$ cat src/rtl/nibble_tx_if.sv
// Word-in / nibble-out handshake bundle for nibble_tx.
// The slave view is the transmitter itself; the master view is whoever
// supplies words and plays the remote receiver.
interface nibble_tx_if #(
  parameter int NIBBLES = 8
);
  logic                   in_valid;
  logic                   in_ready;
  logic [4*NIBBLES-1:0]   in_data;
  logic                   tx_send;
  logic [3:0]             tx_nib;
  logic                   tx_ack;
  logic                   busy;
  logic                   done;
  logic                   timeout_err;

  modport slave (
    input  in_valid, in_data, tx_ack,
    output in_ready, tx_send, tx_nib, busy, done, timeout_err
  );

  modport master (
    output in_valid, in_data, tx_ack,
    input  in_ready, tx_send, tx_nib, busy, done, timeout_err
  );
endinterface

$ cat src/rtl/nibble_tx.sv
// Nibble-serial transmitter: takes a 4*NIBBLES-bit word and sends it LSB
// nibble first over a four-phase send/ack handshake with an asynchronous
// receiver. Each handshake phase is guarded by an optional timeout.
module nibble_tx #(
  parameter int NIBBLES = 8,
  parameter int TIMEOUT = 255
) (
  input  logic       clk,
  input  logic       rst_n,
  nibble_tx_if.slave bus
);

  localparam int W  = 4 * NIBBLES;
  localparam int IW = (NIBBLES > 1) ? $clog2(NIBBLES) : 1;
  localparam int CW = (TIMEOUT > 0) ? $clog2(TIMEOUT + 1) : 1;
  localparam logic [IW-1:0] LAST_IDX = IW'(NIBBLES - 1);
  localparam logic [CW-1:0] TO_LAST  = CW'((TIMEOUT > 0) ? (TIMEOUT - 1) : 0);
  localparam bit            TO_EN    = (TIMEOUT > 0);

  typedef enum logic [1:0] {
    IDLE    = 2'd0,
    DRIVE   = 2'd1,
    RELEASE = 2'd2,
    FINISH  = 2'd3
  } state_t;

  state_t          state_r;
  state_t          next_state_s;
  logic            sync1_r;
  logic            ack_s;
  logic [W-1:0]    shift_r;
  logic [W-1:0]    shifted_s;
  logic [IW-1:0]   idx_r;
  logic [CW-1:0]   cnt_r;
  logic            tx_send_r;
  logic [3:0]      tx_nib_r;
  logic            timeout_err_r;
  logic            to_hit_s;
  logic            timeout_s;
  logic            in_ready_s;
  logic            busy_s;
  logic            done_s;

  assign shifted_s = shift_r >> 3'd4;
  // The counter holds the number of cycles already spent in the phase, so
  // it equals TIMEOUT-1 on the TIMEOUT-th cycle of waiting.
  assign to_hit_s  = TO_EN && (cnt_r == TO_LAST);

  // Bring the asynchronous acknowledge into the clk domain.
  always_ff @(posedge clk) begin
    if (!rst_n) begin
      sync1_r <= 1'b0;
      ack_s   <= 1'b0;
    end else begin
      sync1_r <= bus.tx_ack;
      ack_s   <= sync1_r;
    end
  end

  // FSM state register.
  always_ff @(posedge clk) begin
    if (!rst_n) begin
      state_r <= IDLE;
    end else begin
      state_r <= next_state_s;
    end
  end

  // FSM next-state logic; the awaited ack level wins over a same-cycle timeout.
  always_comb begin
    next_state_s = state_r;
    timeout_s    = 1'b0;
    case (state_r)
      IDLE: begin
        if (bus.in_valid) begin
          next_state_s = DRIVE;
        end else begin
          next_state_s = IDLE;
        end
      end
      DRIVE: begin
        if (ack_s) begin
          next_state_s = RELEASE;
        end else if (to_hit_s) begin
          next_state_s = IDLE;
          timeout_s    = 1'b1;
        end else begin
          next_state_s = DRIVE;
        end
      end
      RELEASE: begin
        if (!ack_s) begin
          if (idx_r == LAST_IDX) begin
            next_state_s = FINISH;
          end else begin
            next_state_s = DRIVE;
          end
        end else if (to_hit_s) begin
          next_state_s = IDLE;
          timeout_s    = 1'b1;
        end else begin
          next_state_s = RELEASE;
        end
      end
      FINISH: begin
        next_state_s = IDLE;
      end
      default: begin
        next_state_s = IDLE;
      end
    endcase
  end

  // FSM output decode from the registered state.
  always_comb begin
    in_ready_s = 1'b0;
    busy_s     = 1'b0;
    done_s     = 1'b0;
    case (state_r)
      IDLE: begin
        in_ready_s = 1'b1;
      end
      DRIVE, RELEASE: begin
        busy_s = 1'b1;
      end
      FINISH: begin
        busy_s = 1'b1;
        done_s = 1'b1;
      end
      default: begin
        in_ready_s = 1'b0;
      end
    endcase
  end

  // Word shifter, nibble index, phase timer and registered line outputs.
  always_ff @(posedge clk) begin
    if (!rst_n) begin
      shift_r       <= '0;
      idx_r         <= '0;
      cnt_r         <= '0;
      tx_send_r     <= 1'b0;
      tx_nib_r      <= 4'h0;
      timeout_err_r <= 1'b0;
    end else begin
      timeout_err_r <= timeout_s;
      // tx_send is the registered image of "next state is DRIVE", so it rises
      // with the tx_nib update and drops on the first RELEASE cycle.
      tx_send_r     <= (next_state_s == DRIVE);

      if (next_state_s != state_r) begin
        cnt_r <= '0;
      end else if (((state_r == DRIVE) || (state_r == RELEASE)) && (cnt_r != '1)) begin
        cnt_r <= cnt_r + 1'b1;
      end else begin
        cnt_r <= cnt_r;
      end

      if ((state_r == IDLE) && (next_state_s == DRIVE)) begin
        shift_r  <= bus.in_data;
        idx_r    <= '0;
        tx_nib_r <= bus.in_data[3:0];
      end else if ((state_r == RELEASE) && (next_state_s == DRIVE)) begin
        shift_r  <= shifted_s;
        idx_r    <= idx_r + 1'b1;
        tx_nib_r <= shifted_s[3:0];
      end else begin
        shift_r  <= shift_r;
        idx_r    <= idx_r;
        tx_nib_r <= tx_nib_r;
      end
    end
  end

  assign bus.in_ready    = in_ready_s;
  assign bus.busy        = busy_s;
  assign bus.done        = done_s;
  assign bus.tx_send     = tx_send_r;
  assign bus.tx_nib      = tx_nib_r;
  assign bus.timeout_err = timeout_err_r;

endmodule

$ cat src/flat_wrapper.sv
// flat-port wrapper written by rule: the top's interface ports become plain ports
module nibble_tx_flat 
#(
  parameter int NIBBLES = 8,
  parameter int TIMEOUT = 255
)
  (clk, rst_n, bus_in_valid, bus_in_data, bus_tx_ack, bus_in_ready, bus_tx_send, bus_tx_nib, bus_busy, bus_done, bus_timeout_err);
  nibble_tx_if #(.NIBBLES(NIBBLES)) bus_i ();
  input  logic clk;
  input  logic rst_n;
  input wire logic [$bits(bus_i.in_valid)-1:0] bus_in_valid;
  input wire logic [$bits(bus_i.in_data)-1:0] bus_in_data;
  input wire logic [$bits(bus_i.tx_ack)-1:0] bus_tx_ack;
  output wire logic [$bits(bus_i.in_ready)-1:0] bus_in_ready;
  output wire logic [$bits(bus_i.tx_send)-1:0] bus_tx_send;
  output wire logic [$bits(bus_i.tx_nib)-1:0] bus_tx_nib;
  output wire logic [$bits(bus_i.busy)-1:0] bus_busy;
  output wire logic [$bits(bus_i.done)-1:0] bus_done;
  output wire logic [$bits(bus_i.timeout_err)-1:0] bus_timeout_err;
  assign bus_i.in_valid = bus_in_valid;
  assign bus_i.in_data = bus_in_data;
  assign bus_i.tx_ack = bus_tx_ack;
  assign bus_in_ready = bus_i.in_ready;
  assign bus_tx_send = bus_i.tx_send;
  assign bus_tx_nib = bus_i.tx_nib;
  assign bus_busy = bus_i.busy;
  assign bus_done = bus_i.done;
  assign bus_timeout_err = bus_i.timeout_err;
  nibble_tx #(.NIBBLES(NIBBLES), .TIMEOUT(TIMEOUT)) u_core (.clk(clk), .rst_n(rst_n), .bus(bus_i));
endmodule
$ cat config.mk
export PLATFORM = sky130hd
export DESIGN_NAME = nibble_tx_flat
export DESIGN_NICKNAME = d
export VERILOG_FILES = /design/src/rtl/nibble_tx_if.sv /design/src/rtl/nibble_tx.sv /design/src/flat_wrapper.sv
export SDC_FILE = /design/constraint.sdc
export NUM_CORES = 1
export LEC_CHECK = 0
export ABC_AREA = 1
export CORE_ASPECT_RATIO = 0.6
export CORE_MARGIN = 3
export CORE_UTILIZATION = 53
export DETAILED_ROUTE_END_ITERATION = 16
export HOLD_SLACK_MARGIN = 0.05
export MAX_ROUTING_LAYER = met4
export PLACE_DENSITY = 0.8
export SLEW_MARGIN = 5
export SYNTH_ARGS = -nofsm -noshare
export SYNTH_HDL_FRONTEND = slang
export SYNTH_SLANG_ARGS = --single-unit
$ cat constraint.sdc
create_clock -name clk -period 1.9 [get_ports clk]
set_clock_uncertainty 0.1 [all_clocks]
set_input_delay 0.38 -clock clk [delete_from_list [all_inputs] [get_ports clk]]
set_output_delay 0.38 -clock clk [all_outputs]
set_load 0.01 [all_outputs]
# [Word level (Yosys, flattened, before mapping)]
# Cells that the tools add are included.
[totals] out_inout_bits=9 regBits=53 in_bits=36
[op_classes] bitwise_logic=1 add_sub_neg=2 eq_ne=8 reduce_logical=9 n_mux=18
[ops] operator="$mux W32" count=2
[ops] operator="$add A8 B1 Y8 const B" count=1
[ops] operator="$eq A8 B8 Y1 const B" count=1
[ops] operator="$mux W1" count=8
[ops] operator="$mux W2" count=4
[ops] operator="$mux W4" count=2
[ops] operator="$ne A8 B8 Y1 const B" count=1
[ops] operator="$pmux W2 S4" count=1
[ops] operator="$eq A2 B1 Y1 const B" count=2
[ops] operator="$eq A2 B2 Y1 const B" count=2
[ops] operator="$reduce_or A2 Y1" count=2
[ops] operator="$add A3 B1 Y3 const B" count=1
[ops] operator="$eq A3 B3 Y1 const B" count=1
[ops] operator="$logic_and A1 B1 Y1" count=3
[ops] operator="$reduce_or A3 Y1" count=1
[ops] operator="$logic_not A2 Y1" count=1
[ops] operator="$ne A2 B2 Y1" count=1
[ops] operator="$pmux W1 S2" count=1
[ops] operator="$reduce_bool A2 Y1" count=1
[ops] operator="$logic_or A1 B1 Y1" count=1
[ops] operator="$not A1 Y1" count=1

# [Longest topological paths before layout]
# Gate-level depths: netlist of run 1.
[logic_depth] depth_word=8 mapped_depth=14 ltp_nobuf=13

# [Worst setup path after synthesis of run 1]
# Ideal clock, no wire load.
[synth_timing] path_type="flip-flop to flip-flop" from="reg u_core.state_r[0]" to="reg u_core.shift_r[22]" slack_ns=0.111 arrival_ns=1.576 stages_incl_launch_ff=12 path_buffers=1 setup_time_ns=0.113 period_less_slack_ns=1.789 required_ns=1.687 path_cell_list="dfxtp_1 > inv_1 > ha_1 > inv_1 > nor2_1 > a21oi_1 > nand3_2 > nand2_2 > buf_2 > nand2_1 > nand2_1 > nor2_1"
[synth_via] elab_chain_len=5 word_cells_on_any_way=10 cone_classes="eq/ne (4); mux (2); reduce/logical (4)"
[synth_lines] element="from (decl)" line="nibble_tx.sv:27" rtl="state_t state_r;"
[synth_lines] element="from (signal assigned)" line="nibble_tx.sv:65" rtl="state_r <= next_state_s;"
[synth_lines] element="$eq A2 B2 Y1 (tied with other cells)" line="nibble_tx.sv:73" rtl="case (state_r)"
[synth_lines] element="$pmux W2 S4" line="nibble_tx.sv:73"
[synth_lines] element="$eq A2 B1 Y1" line="nibble_tx.sv:159, nibble_tx.sv:163"
[synth_lines] element="$logic_and A1 B1 Y1 (on tied branches)" line="nibble_tx.sv:159, nibble_tx.sv:163"
[synth_lines] element="$mux W32 or $reduce_bool A2 Y1 (tied branches)"
[synth_lines] element="to (signal assigned)" line="nibble_tx.sv:160" rtl="shift_r <= bus.in_data;"
[synth_lines] element="to (signal assigned)" line="nibble_tx.sv:164" rtl="shift_r <= shifted_s;"
[synth_lines] element="to (signal assigned)" line="nibble_tx.sv:168" rtl="shift_r <= shift_r;"
[synth_lines] element="to (decl)" line="nibble_tx.sv:31" rtl="logic [W-1:0] shift_r;"
# Several ways; a longest one is shown, not always the timed one.
# A chain may end at the register's enable or synchronous reset.

# [Final worst setup path of run 1]
[layout_timing] from="reg u_core.idx_r[0]" to="reg u_core.shift_r[27]"
[layout_via] elab_chain_len=7 word_cells_on_any_way=9 cone_classes="eq/ne (2); mux (4); reduce/logical (3)"
[layout_lines] element="from (decl)" line="nibble_tx.sv:33" rtl="logic [IW-1:0] idx_r;"
[layout_lines] element="from (signal assigned)" line="nibble_tx.sv:165" rtl="idx_r <= idx_r + 1'b1;"
[layout_lines] element="from (signal assigned)" line="nibble_tx.sv:169" rtl="idx_r <= idx_r;"
[layout_lines] element="$eq A3 B3 Y1 *" line="nibble_tx.sv:93" rtl="if (idx_r == LAST_IDX) begin"
[layout_lines] element="$mux W2 *" line="nibble_tx.sv:93"
[layout_lines] element="$mux W2 *" line="nibble_tx.sv:92" rtl="if (!ack_s) begin"
[layout_lines] element="$pmux W2 S4 *" line="nibble_tx.sv:73"
[layout_lines] element="$eq A2 B1 Y1 *" line="nibble_tx.sv:159, nibble_tx.sv:163"
[layout_lines] element="$logic_and A1 B1 Y1 (on tied branches)" line="nibble_tx.sv:159, nibble_tx.sv:163"
[layout_lines] element="$mux W32 or $reduce_bool A2 Y1 (tied branches)"
# Every way passes the cells marked *; elsewhere a longest branch is shown, timed or not.

==> reports/results.tsv, run 1 <==
metric	value	unit
status	complete, but fails checks	
failing checks	setup timing	
RSZ-0062 raised after global routing	true	
clk sinks	49	
synth cell count leaders	168 x nand2_1, 70 x nor2_1, 49 x dfxtp_1, 46 x inv_1, 10 x a21oi_1	
Yosys top cell by area	dfxtp_1	
CTS Buffer Depth	2	
post-synthesis sequential area ratio	38.0	%
post-synth top area share	38.0	%
die width	96.1	um
TritonCTS clock tree	yes	
PortBufs	44	
final instance area	3430	um2
register bit total from synthesis	49	
path category of the worst min-delay check	reg2reg	
Setup TNS Final	-50.5	ps
grt ovf	0	
fin crit share	102	%
Distinct cells, synth	21	
CP Launch Type	flip-flop	
kind of critical path	reg2reg	
DR iter-0 viols	119	
maximum VDD drop	0.499	mV
H-tree levels	2	
fin nets	507	
Power, Total	2.29	mW
Reg2Reg Setup Slack	-30	ps
Max Freq	0.518	GHz
Pre-antenna DRT Iters	4	
Pins Over Slew Limit	0	
Crit Reg-Reg Startpoint	u_core.idx_r[0]	
setup ws final	-29.2	ps
Syn Inst Count	412	
clock latency on the worst-skew pair	300	ps
LEAKAGE	1.64	nW
GR Util All Layers	21.5	%
Cells after DPL	509	
FF/Latch Area	993	um2
Post-synth ARST share	0	%
Req. time, crit path	2010	ps
largest net degree at the start of global routing	34	
final wirelength	6.24	mm
initial antenna violation count	0	
vias per cell	4.75	
Ports	45	
synthesized area per cell	6.27	um2
starting density of the core	58.8	%
Placement Rows	18	
multi-input logic area	1380	um2
Post-DP HPWL	4.06	mm
Cell Area, Synth	2580	um2
Critical path origin	u_core.idx_r[0]	
yosys warns	0	
hold_ws	323	ps
global-route wire length before repair	9.32	mm
ANT cells	0	
antenna-violating nets left	0	
clock transition at the registers of the reported paths	90	ps
total number of vias	2490	
EDFF count, synth	0	
P per Cell Area	668	nW/um2
CTS root buffer	clkbuf_8	
Top FF cell, synth	dfxtp_1	
number of global-route vias before repair	2070	
Wirelength per Cell	11.9	um
Fin. Hold Viols	0	
Final setup viols	3	
Worst Tran Pin Value	294	ps
Core ar.	4390	um2
GP Congestion	0.884	
Mapped Nets	456	
Post-route DRC	0	
Critical Path Fanout Max	8	
placed instance area	3120	um2
share of layout cells above drive strength 1	12.3	%
Die Ht	60.1	um
Max Cap Viol	0	
Hold Startpoint	u_core.sync1_r	
top-count cell post-synth	nand2_1	
Final Non-Filler Cells	524	
Die ar.	5770	um2
CP Capture Type	flip-flop	
layout overhead on the synthesized area	32.7	%
CTS Buf Count	5	
fin crit period	1930	ps
Critical Path AT	2030	ps
FILL cells	311	
synth top area cells	dfxtp_1 38%, nand2_1 24%, nor2_1 10%, inv_1 6.7%, ha_1 3.9%	
normalized max-slew margin	80.4	%
## layer usage
| layer | GRT usage, % | share of wire (%) | vias to the layer above |
|---|---|---|---|
| li1 | - | - | 1323 |
| met1 | 30.3 | 50 | 1097 |
| met2 | 30.8 | 43 | 58 |
| met3 | 4.91 | 4.9 | 12 |
| met4 | 6.07 | 1.6 | 0 |
| met5 | - | 0 | - |
## flip-flops by register name, summed over array words and instances (netlist names)
register and flops:
u_core.bus.tx_nib 3, u_core.bus.timeout_err 1, u_core.shift_r 29, u_core.idx_r 3
u_core.state_r 2, u_core.ack_s 1, u_core.bus.tx_send 1, u_core.cnt_r 8
u_core.sync1_r 1
## path summary, 6_finish.rpt
check / endpoint / depth (start not counted)
worst min register to register: u_core.ack_s / 2
worst max-delay path: u_core.shift_r[27] / 13
worst max register to register: u_core.shift_r[27] / 13
worst min-delay path: u_core.ack_s / 2
## logic make-up after synthesis
kind of cell / share of synthesized area [%]
buffers and inverters: 11.4
AO/OA/AOI/OAI: 2.52
XOR/XNOR: 2.38
flip-flops: 38.0
AND/OR/NAND/NOR: 41.8
adder cells (fa/ha/maj): 3.88
## cell usage in the layout, fill, tap and decap left out, types with 2 or more instances in the layout
| master | Yosys | routed |
|---|---|---|
| nand2_1 | 168 | 167 |
| nor2_1 | 70 | 65 |
| inv_1 | 46 | 43 |
| dfxtp_1 | 49 | 43 |
| clkdlybuf4s50_1 | 0 | 42 |
| buf_4 | 4 | 12 |
| a21oi_1 | 10 | 9 |
| nand3_1 | 9 | 8 |
| xor2_1 | 7 | 7 |
| nor3_1 | 7 | 6 |
| nor2_2 | 0 | 5 |
| ha_1 | 8 | 5 |
| clkbuf_8 | 0 | 5 |
| nand2_2 | 4 | 4 |
| nand3b_1 | 4 | 4 |
| clkbuf_16 | 0 | 4 |
| buf_12 | 0 | 4 |
| dfxtp_2 | 0 | 4 |
| inv_2 | 0 | 3 |
| o21ai_0 | 3 | 2 |
| nor3b_2 | 0 | 2 |
| ha_2 | 0 | 2 |
| clkinv_2 | 0 | 2 |
| dlygate4sd2_1 | 0 | 2 |
| dfxtp_4 | 0 | 2 |
## layout make-up
| cell class | instances | share of cell area [%] |
|---|---|---|
| tap | 60 | 2.19 |
| multi-input combinational | 296 | 40.4 |
| clock buffer | 6 | 2.12 |
| sequential | 49 | 29.0 |
| clock inverter | 2 | 0.292 |
| timing repair buffer | 65 | 21.0 |
| inverter | 46 | 5.04 |
## power by group
group          switching (mW)  internal (mW)
Combinational           0.288          0.275
Sequential             0.0340           1.09
Clock                   0.343          0.256
## stage by stage
step | worst slack [ps] | util (%)
floorplan | 111 | -
global placement | 17.4 | 71.0
detailed placement | -31.2 | 71.0
CTS | 13.7 | 72.9
global route | -92.4 | 78.0
finish | -29.2 | 78.0
## worst max-delay path, cell delays in order, from the launching register on
cell and delay (ps):
dfxtp_2 330, ha_1 200, ha_2 170, nand3_1 100
o21ai_1 70, inv_1 50, nand2_1 70, nand2_2 120
nand3_4 110, nand2_8 160, clkbuf_16 170, nand2_1 60
nand2_1 70, nor2_1 40
## what timing repair did
action                                  CTS  global route
setup buffers                             0             2
pin swaps                                 0             4
hold buffers                              0             0
gates resized for setup                   4            31
gates cloned                              0             5
endpoints found under the setup margin   31            45
(Power assumes the default switching activity.)
==> run 2, diff against run 1 <==
PLACE_DENSITY = 0.82   (was 0.8)
==> reports/results.tsv, run 2 (synthesis gave the netlist of run 1 again) <==
metric	value	unit	change
RR Endpoint	u_core.shift_r[7]		was u_core.shift_r[27]
status	complete, but fails checks		unchanged
Crit Reg-Reg Startpoint	u_core.state_r[0]		was u_core.idx_r[0]
Power, Total	2.48	mW	was 2.29 mW
Post-route DRC	0		unchanged
Die Ht	60.1	um	unchanged
top flop regs	u_core.shift_r: 29 flops, u_core.cnt_r: 8 flops		unchanged
CTS root buffer	clkbuf_8		unchanged
Final setup viols	3		unchanged
ANT cells	0		unchanged
FF/Latch Area	991	um2	was 993 um2
pre-CTS setup slack	-6.77	ps	was -31.2 ps
PortBufs	44		unchanged
Worst path depth	12		was 13
initial antenna violation count	0		unchanged
Req. time, crit path	2000	ps	was 2010 ps
CP max-delay cell	dfxtp_2		unchanged
clock latency on the worst-skew pair	310	ps	was 300 ps
most frequent cells in the layout	166 x nand2_1, 66 x nor2_1, 43 x dfxtp_1, 41 x inv_1, 41 x clkdlybuf4s50_1		was 167 x nand2_1, 65 x nor2_1, 43 x inv_1, 43 x dfxtp_1, 42 x clkdlybuf4s50_1
P per Cell Area	708	nW/um2	was 668 nW/um2
Core ar.	4390	um2	unchanged
CTS Buffer Depth	2		unchanged
Reg2Reg Setup Slack	-50	ps	was -30 ps
Placement Rows	18		unchanged
antenna-violating nets left	0		unchanged
Pins Over Slew Limit	0		unchanged
hold_ws	331	ps	was 323 ps
path category of the worst min-delay check	reg2reg		unchanged
Worst path max stage delay	360	ps	was 330 ps
CP Capture Type	flip-flop		unchanged
Worst Path Buf+Inv	3		was 2
Critical Path Sink	u_core.shift_r[7]		was u_core.shift_r[27]
GR Util All Layers	21.0	%	was 21.5%
vias per cell	4.96		was 4.75
final instance area	3510	um2	was 3430 um2
worst reg2reg path depth	12		was 13
failing checks	setup timing		unchanged
clk sinks	49		unchanged
global-route wire length before repair	9.21	mm	was 9.32 mm
largest net degree at the start of global routing	28		was 34
H-tree levels	2		unchanged
multi-input logic area	1430	um2	was 1380 um2
Max Cap Viol	0		unchanged
family with the most delay on the worst path	simple AND/OR/NAND/NOR gates		unchanged
Post-DP HPWL	4.00	mm	was 4.06 mm
final wirelength	6.73	mm	was 6.24 mm
CTS Buf Count	5		unchanged
DR iter-0 viols	141		was 119
LEAKAGE	1.67	nW	was 1.64 nW
Pre-antenna DRT Iters	5		was 4
starting density of the core	58.8	%	unchanged
crit-path cells	inv_2 > ha_4 > nand3_2 > o21ai_1 > inv_1 > nand2_1 > nand2_2 > nand3_4 > nand2_8 > clkbuf_16 > nor2_1 > nor2_1		was ha_1 > ha_2 > nand3_1 > o21ai_1 > inv_1 > nand2_1 > nand2_2 > nand3_4 > nand2_8 > clkbuf_16 > nand2_1 > nand2_1 > nor2_1
total number of vias	2602		was 2490
Hold Startpoint	u_core.sync1_r		unchanged
Biggest register	u_core.shift_r		unchanged
Max Freq	0.512	GHz	was 0.518 GHz
Layout Utilization	79.9	%	was 78.0%
hold_buf cts	0		unchanged
cell mode on critical path	nor2_1		was nand2_1
fin crit share	103	%	was 102%
number of global-route vias before repair	2152		was 2070
TritonCTS clock tree	yes		unchanged
most common cell after layout, fill and taps aside	nand2_1		unchanged
fin crit period	1950	ps	was 1930 ps
Critical Path Fanout Max	11		was 8
fin nets	508		was 507
Wirelength per Cell	12.8	um	was 11.9 um
placed instance area	3120	um2	unchanged
GP Congestion	0.798		was 0.884
CP Launch Type	flip-flop		unchanged
layout overhead on the synthesized area	35.9	%	was 32.7%
Worst Tran Pin Value	307	ps	was 294 ps
normalized max-slew margin	79.5	%	was 80.4%
FILL cells	324		was 311
Critical Path AT	2060	ps	was 2030 ps
maximum VDD drop	0.421	mV	was 0.499 mV
grt ovf	0		unchanged
Die ar.	5770	um2	unchanged
Largest register FFs	29		unchanged
share of layout cells above drive strength 1	14.0	%	was 12.3%
Critical path origin	u_core.state_r[0]		was u_core.idx_r[0]
Fin. Hold Viols	0		unchanged
clock transition at the registers of the reported paths	90	ps	about the same
die width	96.1	um	unchanged
Ports	45		unchanged
kind of critical path	reg2reg		unchanged
setup ws final	-51.8	ps	was -29.2 ps
-- run 2: cell types whose count changed in the layout (fill, tap and decap cells not counted), moves of 2 or more --
cell / previous run / this run
nor2_2: 5 / 3
ha_1: 5 / 2
ha_4: 1 / 3
clkinv_2: 2 / 0
buf_4: 12 / 14
inv_1: 43 / 41
-- run 2: per-layer routing --
| metal | global-route usage, % | part of all wire [%] | vias to the layer above |
|---|---|---|---|
| li1 | - | - | 1329 |
| met1 | 27.6 | 46 | 1164 |
| met2 | 32.9 | 45 | 94 |
| met3 | 4.53 | 6.7 | 15 |
| met4 | 5.47 | 1.9 | 0 |
| met5 | - | 0 | - |
-- run 2: area by class of cell --
| cell class | count | share of cell area (%) |
|---|---|---|
| clock inverters | 1 | 0.856 |
| repair buffers | 66 | 20.5 |
| clock buffers | 7 | 2.46 |
| flip-flops and latches | 49 | 28.3 |
| well taps | 60 | 2.14 |
| multi-input cells | 296 | 40.8 |
| inverters | 46 | 4.99 |
-- run 2: timing repair --
item | 4_1_cts | 5_1_grt
endpoints found under the setup margin | 28 | 45
gates cloned | 0 | 4
setup buffers | 0 | 4
pin swaps | 0 | 9
resized for setup | 4 | 42
-- run 2: worst min-delay path by stage --
stage / cells after the start / end / slack [ps]
after floorplan: 2 / u_core.ack_s / 290
after global placement: 2 / u_core.ack_s / 310
after detailed placement: 2 / u_core.ack_s / 310
after CTS: 2 / u_core.ack_s / 330
after global routing: 2 / u_core.ack_s / 360
final: 2 / u_core.ack_s / 330
-- run 2: where the power goes --
group / switching [mW] / internal (mW)
registers: 0.0383 / 1.09
clock network: 0.354 / 0.430
logic: 0.297 / 0.271
total: 0.690 / 1.79
-- run 2: worst reg2reg max path, cell delays in order, from the launching register on --
cell and delay [ps]:
dfxtp_2 360, inv_2 120, ha_4 190, nand3_2 70
o21ai_1 110, inv_1 80, nand2_1 80, nand2_2 100
nand3_4 140, nand2_8 110, clkbuf_16 180, nor2_1 130
nor2_1 80
-- run 2: metrics by stage --
stage	setup TNS (ps)	cells
after floorplan	0	412
after global placement	0	509
after detailed placement	-12.6	509
after CTS	0	517
after global routing	-2580	525
final	-93.0	525
==> run 3, diff against run 2 <==
TNS_END_PERCENT = 20   (was default)
==> results of run 3 <==
Same layout as run 2: the final DEF is identical, and so are final timing and power.
